File: config.mk
export PLATFORM = sky130hd
export DESIGN_NAME = board_access_arbiter
export DESIGN_NICKNAME = d
export VERILOG_FILES = /design/src/rtl/board_access_arbiter.sv
export SDC_FILE = /design/constraint.sdc
export NUM_CORES = 1
export LEC_CHECK = 0
export ABC_AREA = 1
export ABC_CLOCK_PERIOD_IN_PS = 6700
export BUFFER_PORTS_ARGS = -buffer_cell sky130_fd_sc_hd__buf_4
export CORE_AREA = 2 2 76 78
export DETAILED_ROUTE_END_ITERATION = 6
export DIE_AREA = 0 0 78 80
export PLACE_DENSITY = 0.67
export SYNTH_ARGS = -nofsm -noshare
export SYNTH_HDL_FRONTEND = slang
export SYNTH_SLANG_ARGS = --single-unit
File: constraint.sdc
create_clock -name clk -period 6.7 [get_ports clk]
set_clock_uncertainty 0.2 [all_clocks]
set_input_delay 0.67 -clock clk [delete_from_list [all_inputs] [get_ports clk]]
set_output_delay 0.67 -clock clk [all_outputs]
set_load 0.02 [all_outputs]
File: src/rtl/board_access_arbiter.sv
// Arbitrates one single-port 20x15 board RAM between a display reader and two writers,
// and clears the whole board with a write sweep after reset.
module board_access_arbiter (
    input  logic       clk,
    input  logic       rst,
    input  logic       vga_req,
    input  logic [4:0] vga_x,
    input  logic [4:0] vga_y,
    output logic       vga_gnt,
    output logic [3:0] vga_rdata,
    output logic       vga_rvalid,
    input  logic       p_req,
    input  logic [4:0] p_x,
    input  logic [4:0] p_y,
    input  logic [3:0] p_wdata,
    output logic       p_gnt,
    input  logic       s_req,
    input  logic [4:0] s_x,
    input  logic [4:0] s_y,
    input  logic [3:0] s_wdata,
    output logic       s_gnt,
    output logic       err,
    output logic [8:0] mem_addr,
    output logic       mem_we,
    output logic [3:0] mem_wdata,
    input  logic [3:0] mem_rdata,
    output logic       busy
);

    typedef enum logic {CLEAR, RUN} state_t;

    localparam logic [8:0] LAST_CELL = 9'd299;

    state_t     state, state_nxt;
    logic [8:0] cnt, cnt_nxt;
    logic       last_s, last_s_nxt;
    logic [8:0] addr_nxt;
    logic       we_nxt;
    logic [3:0] wdata_nxt;
    logic       err_nxt;
    logic       rd1, rd1_nxt, rd2;
    logic       oor1, oor1_nxt, oor2;
    logic [4:0] sel_x, sel_y;
    logic [3:0] sel_d;
    logic       in_range;
    logic [8:0] lin_addr;

    always_ff @(posedge clk) begin
        if (rst) begin
            state     <= CLEAR;
            cnt       <= '0;
            last_s    <= 1'b1;
            mem_addr  <= '0;
            mem_we    <= 1'b0;
            mem_wdata <= '0;
            err       <= 1'b0;
            rd1       <= 1'b0;
            rd2       <= 1'b0;
            oor1      <= 1'b0;
            oor2      <= 1'b0;
        end else begin
            state     <= state_nxt;
            cnt       <= cnt_nxt;
            last_s    <= last_s_nxt;
            mem_addr  <= addr_nxt;
            mem_we    <= we_nxt;
            mem_wdata <= wdata_nxt;
            err       <= err_nxt;
            rd1       <= rd1_nxt;
            rd2       <= rd1;
            oor1      <= oor1_nxt;
            oor2      <= oor1;
        end
    end

    always_comb begin
        state_nxt  = state;
        cnt_nxt    = cnt;
        last_s_nxt = last_s;
        addr_nxt   = mem_addr;
        we_nxt     = 1'b0;
        wdata_nxt  = mem_wdata;
        err_nxt    = 1'b0;
        rd1_nxt    = 1'b0;
        oor1_nxt   = 1'b0;
        vga_gnt    = 1'b0;
        p_gnt      = 1'b0;
        s_gnt      = 1'b0;
        busy       = 1'b0;
        sel_x      = '0;
        sel_y      = '0;
        sel_d      = '0;

        case (state)
            CLEAR: begin
                busy      = 1'b1;
                addr_nxt  = cnt;
                we_nxt    = 1'b1;
                wdata_nxt = '0;
                if (cnt == LAST_CELL) begin
                    state_nxt = RUN;
                    cnt_nxt   = '0;
                end else begin
                    cnt_nxt = cnt + 9'd1;
                end
            end
            default: begin
                // p wins a p/s tie only when spawn held the last grant
                if (vga_req) begin
                    vga_gnt = 1'b1;
                    sel_x   = vga_x;
                    sel_y   = vga_y;
                end else if (p_req && (!s_req || last_s)) begin
                    p_gnt      = 1'b1;
                    last_s_nxt = 1'b0;
                    sel_x      = p_x;
                    sel_y      = p_y;
                    sel_d      = p_wdata;
                end else if (s_req) begin
                    s_gnt      = 1'b1;
                    last_s_nxt = 1'b1;
                    sel_x      = s_x;
                    sel_y      = s_y;
                    sel_d      = s_wdata;
                end
                if (vga_gnt || p_gnt || s_gnt) begin
                    err_nxt  = !in_range;
                    rd1_nxt  = vga_gnt;
                    oor1_nxt = !in_range;
                    if (in_range) begin
                        addr_nxt = lin_addr;
                        if (!vga_gnt) begin
                            we_nxt    = 1'b1;
                            wdata_nxt = sel_d;
                        end
                    end
                end
            end
        endcase
    end

    assign in_range = (sel_x < 5'd20) && (sel_y < 5'd15);
    // y*20 == y*16 + y*4
    assign lin_addr = ({4'b0, sel_y} << 4) + ({4'b0, sel_y} << 2) + {4'b0, sel_x};

    assign vga_rvalid = rd2;
    assign vga_rdata  = (rd2 && !oor2) ? mem_rdata : '0;

endmodule

# Yosys cells after proc, flatten, opt, wreduce, memory -nomap -nowiden
# Index checks and enable logic that the tools add are counted.
[word_totals]
ff_bits = 29
in_bits = 47
out_inout_bits = 24
elab_cells = 74
[op_classes]
n_addsub = 3
n_lt_le_gt_ge = 2
n_eq_ne = 3
n_mux = 37
n_bitwise = 4
reduce_logical = 15
[op_table]
columns = ["operator", "n"]
rows = [
  ["$mux W5", 8],
  ["$mux W9", 4],
  ["$mux W1", 21],
  ["$mux W4", 4],
  ["$add A9 B1 Y9 const B", 1],
  ["$add A9 B5 Y9", 1],
  ["$add A9 B7 Y9", 1],
  ["$eq A9 B9 Y1 const B", 1],
  ["$reduce_and A3 Y1", 2],
  ["$lt A5 B4 Y1 const B", 1],
  ["$lt A5 B5 Y1 const B", 1],
  ["$ne A2 B1 Y1 const B", 2],
  ["$not A1 Y1", 4],
  ["$logic_and A1 B1 Y1", 3],
  ["$logic_not A1 Y1", 3],
  ["$logic_or A1 B1 Y1", 3],
  ["$reduce_or A3 Y1", 1],
  ["$reduce_and A2 Y1", 1],
  ["$reduce_bool A2 Y1", 1],
  ["$reduce_or A2 Y1", 1],
]

# Logic depth before layout (Yosys ltp)
[depth]
word_depth = 11
ltp_mapped = 19
depth_no_buf = 19

# Worst setup path before layout
# OpenSTA, ideal clock, no wires.
[synth_timing]
path_type = "input-to-reg"
start = "in p_req"
end = "reg mem_addr[7]"
setup_ps = 132
arrival_ps = 3179
t_required_ps = 6368
path_slack_ps = 3189
path_stages = 16
n_path_buf = 1
cell_sequence = "buf_2 > nand2_2 > nor3_1 > nand2_1 > nand3_2 > ha_1 > ha_1 > fa_1 > nand2_1 > nand2_1 > a21oi_1 > nand2_1 > nand2_1 > o22ai_1 > nand4_1 > a21oi_1"
[synth_between]
elab_chain_cells = 9
elab_cells_between_ends = 26
classes_between = "add/sub: 2; order compare: 2; eq/ne: 2; mux: 15; reduce/logical: 5"
[synth_rtl]
columns = ["item", "line_no", "source"]
rows = [
  ["start: declaration", "12", "input logic p_req,"],
  ["$logic_and A1 B1 Y1 (*)", "113", "end else if (p_req && (!s_req || last_s)) begin"],
  ["$mux W5", "113", ""],
  ["$mux W5", "109", "if (vga_req) begin"],
  ["$mux W5", "94", "case (state)"],
  ["$add A9 B7 Y9", "144", "assign lin_addr = ({4'b0, sel_y} << 4) + ({4'b0, sel_y} << 2) + {4'b0, sel_x};"],
  ["$add A9 B5 Y9", "144", ""],
  ["$mux W9", "130", "if (in_range) begin"],
  ["$mux W9", "126", "if (vga_gnt || p_gnt || s_gnt) begin"],
  ["$mux W9", "94", ""],
  ["end signal: assignment", "65", "mem_addr <= addr_nxt;"],
  ["end: declaration", "23", "output logic [8:0] mem_addr,"],
]
# Every way passes the cells marked *; elsewhere a longest branch is shown, timed or not. The select of a mux whose other input is x is not followed.
# A chain may end at the register's enable or synchronous reset.

# Worst setup path after layout
# Ends and elaborated chain as after synthesis.

==> impl_results.md <==
- CTS Buf Count: 5
- Final Instance Area: 2740 um2
- Hold depth: 2
- Vias in the first global route: 2056
- Netlist cell types: 27
- Fmax: 0.306 GHz
- Clk root buf: clkbuf_8
- Drt first-iter violations: between 100 and 150
- Worst Reg2Reg Path Length in Cells: 16
- CTS resizes: 0
- Via count: ~2200
- Leakage power figure: 1.43 nW
- Number of synthesized register bits: 29
- Starting density of the core: 38.4%
- Grt total ovfl: 0
- GP Congestion: 0.930
- Rows: 27
- Worst r2r src: last_s
- Worst setup margin: between 3 and 4 ns
- Post-synthesis compound-gate area fraction: 12.2%
- Final max-slew violation count: 0
- Mapped Nets: 381
- Internal power component: 0.275 mW
- DR WL/cell: 12.0 um
- Cell taking the most area after synthesis: dfxtp_1
- Die height: 80 um
- Worst hold margin: 0.203 ns
- Worst Setup End Kind: flop
- Clock Tree Buf Depth: 2
- CP Launch Type: primary input
- RSZ-0062 raised after global routing: no
- ANT cells: 0
- WP data required: 6.71 ns
- Area contributors post-synth: dfxtp_1, nand2_1, inv_1, nor2_1, ha_1
- Worst-Skew Late Latency: 0.27 ns
- Largest family of logic cells by synthesized area: simple AND/OR/NAND/NOR gates
- Met2 Usage GRT: 31.2%
- FF-to-FF setup slack: 3.53 ns
- Die width: 78 um
- Placed Area: 2660 um2
- Met1 Use GR: 22.8%
- Seq pwr share: 47.8%
- Worst-Margin Slew: 0.587 ns
- Post-Synth XOR/XNOR Area: under 10%
- Power density over cell area: between 100 and 150 nW/um2
- Adder-Cell Fraction of Synth Area: 7.96%
- Place WS: 3.15 ns
- Setup Crit Path Kind: primary input to flop
- Final setup violation count: 0
- Grt peak-use layer: met2
- Worst Path Arrival: roughly 3.3 ns
- Postcts setup bufs: 0
- Nets@finish: 450
- Switching Share: between 20% and 30%
- Post-Synthesis Cells: 322
- Share of power burned in the clock network: 37.3%
- Syn Area/Cell: approximately 6.4 um2
- Area delta synth->final: 32.1%
- Input/output buffers: 70
- Status: complete, no violations
- CTS tree: done
- Post-synthesis mux area share: 0%
- Pin count of the biggest net entering global routing: 33
- WL final: between 5 and 6 mm
- First-pass GRT wire length: between 8 and 9 mm
- Cell Area, Synth: 2080 um2
- R2R Path End: mem_addr[7]
- Clock-pin slew on the worst setup and hold paths: 0.07 ns
- Max-cap violations: 0
- Fin crit period: approximately 3.3 ns
- Gate power share: approximately 15%
- Hold Crit Class: flop to flop
- Slew margin rel.: approximately 60%
- Ys Warns: 0
- Synth top area share: between 20% and 30%
- Antenna viol nets, final: 0
- Sink of the worst hold path: vga_rvalid
- All-layer global routing usage: approximately 18%
- Final HPWL DP: between 4 and 5 mm
- Tcrit/Tclk final: 48.7%
- Io pins: around 70
- Initial antenna violation count: 0
- Sw power: 0.0956 mW
- Maximum VDD drop: roughly 0.00015 V
- Worst min-delay path startpoint: rd1
- Setup_tns: 0 ns
- Regs by FF count: cnt x9, mem_addr x9, mem_wdata x4
- Met3 usage: 4.64%
- First drt pass iteration count: 4
- CTS Sinks: 29
- Die area: 6240 um2
- Post-route DRC: 0
- Hold bufs inserted after CTS: 0
- Final hold vios: 0
- Synth Area in Simple Gates: 38.3%
- Share of layout cells above drive strength 1: between 20% and 30%
- CP max FO: 9
- Seq/Total Area, Yosys: approximately 28%
- Vias per inst: ~4.7
- Core box area: 5410 um2
- H-tree depth: 2
==> per-layer routing <==
metal	wire length, um	share of wire, %
met5	0	0
met4	34	0.61
met3	310	5.6
met2	2630	47
met1	2580	46
==> cells by family (layout without fill, tap and decap cells) <==
family,Yosys count,after routing
and+or+nand+nor,172,172
buffers and inverters,63,133
AOI/OAI and AO/OA,42,42
DFF,29,29
adders and majority gates,12,12
xor gates and xnor gates,4,4
==> worst max-delay path: stages <==
cell and delay (ns):
buf_4 0.15, a21oi_4 0.29, nand2_2 0.12, nor2_4 0.13, nand2_1 0.08, nand2_2 0.12, fa_1 0.48, fa_1 0.46
nand2_1 0.11, nand2_1 0.06, a21oi_1 0.17, nor2_1 0.06, o22ai_1 0.13, nand4_1 0.11, a21oi_1 0.15
==> synthesized netlist by cell type <==
cell type and count:
nand3_2 2, a21oi_4 2, o22ai_1 3, clkbuf_1 6, fa_1 2, nor2_2 1
inv_1 51, nor4_1 2, buf_2 2, ha_1 10, nand3_4 2, nor3_1 8
a21oi_1 21, nand4_1 13, or2_2 1, nand3_1 19, buf_6 1, a22o_1 4
o21a_1 1, nor2_1 39, xor2_1 4, nand2_1 76, o21ai_0 11, dfxtp_1 29
nor2_4 2, nand2_2 7, inv_2 3
==> final cells by class <==
| type | instances | area [um2] |
|---|---|---|
| tap | 72 | 90.1 |
| sequential | 29 | 581 |
| inverter | 54 | 203 |
| multi-input combinational | 230 | 1250 |
| clock buffer | 5 | 68.8 |
| clock inverter | 3 | 17.5 |
| fill | 571 | 2660 |
| timing repair buffer | 71 | 533 |
==> through the flow <==
stage / instances / power (mW) / utilization (%)
after floorplan: 322 / 0.208 / -
after global placement: 456 / 0.236 / 49.1
after detailed placement: 456 / 0.236 / 49.1
after CTS: 464 / 0.376 / 50.7
after global routing: 464 / 0.392 / 50.7
final: 464 / 0.371 / 50.7
==> worst max path at each step <==
stage / cells after the start / to / from
finish: 15 / mem_addr[7] / p_req
global route: 16 / mem_addr[7] / p_req
CTS: 15 / mem_addr[7] / p_req
detailed placement: 15 / mem_addr[7] / p_req
global placement: 16 / mem_addr[7] / s_req
floorplan: 16 / mem_addr[7] / p_req
==> cells in the final DEF (no fill, tap or decap), drive strengths merged <==
cell / netlist / layout
nand4: 13 / 13
xor2: 4 / 4
dfxtp: 29 / 29
ha: 10 / 10
nor4: 2 / 2
nand2: 83 / 83
clkinvlp: 0 / 1
clkbuf: 6 / 5
or2: 1 / 1
clkinv: 0 / 2
nor3: 8 / 8
buf: 3 / 71
o21ai: 11 / 11
fa: 2 / 2
a22o: 4 / 4
o22ai: 3 / 3
a21oi: 23 / 23
inv: 54 / 54
nor2: 42 / 42
nand3: 23 / 23
o21a: 1 / 1
==> power by group through the flow <==
stage / Sequential [mW] / Clock, mW / Combinational [mW]
after floorplan: 0.182 / 0 / 0.0258
after global placement: 0.181 / 0 / 0.0551
after detailed placement: 0.181 / 0 / 0.0552
after CTS: 0.177 / 0.143 / 0.0555
after global routing: 0.178 / 0.152 / 0.0614
final: 0.177 / 0.138 / 0.0551
(Power assumes the default switching activity.)
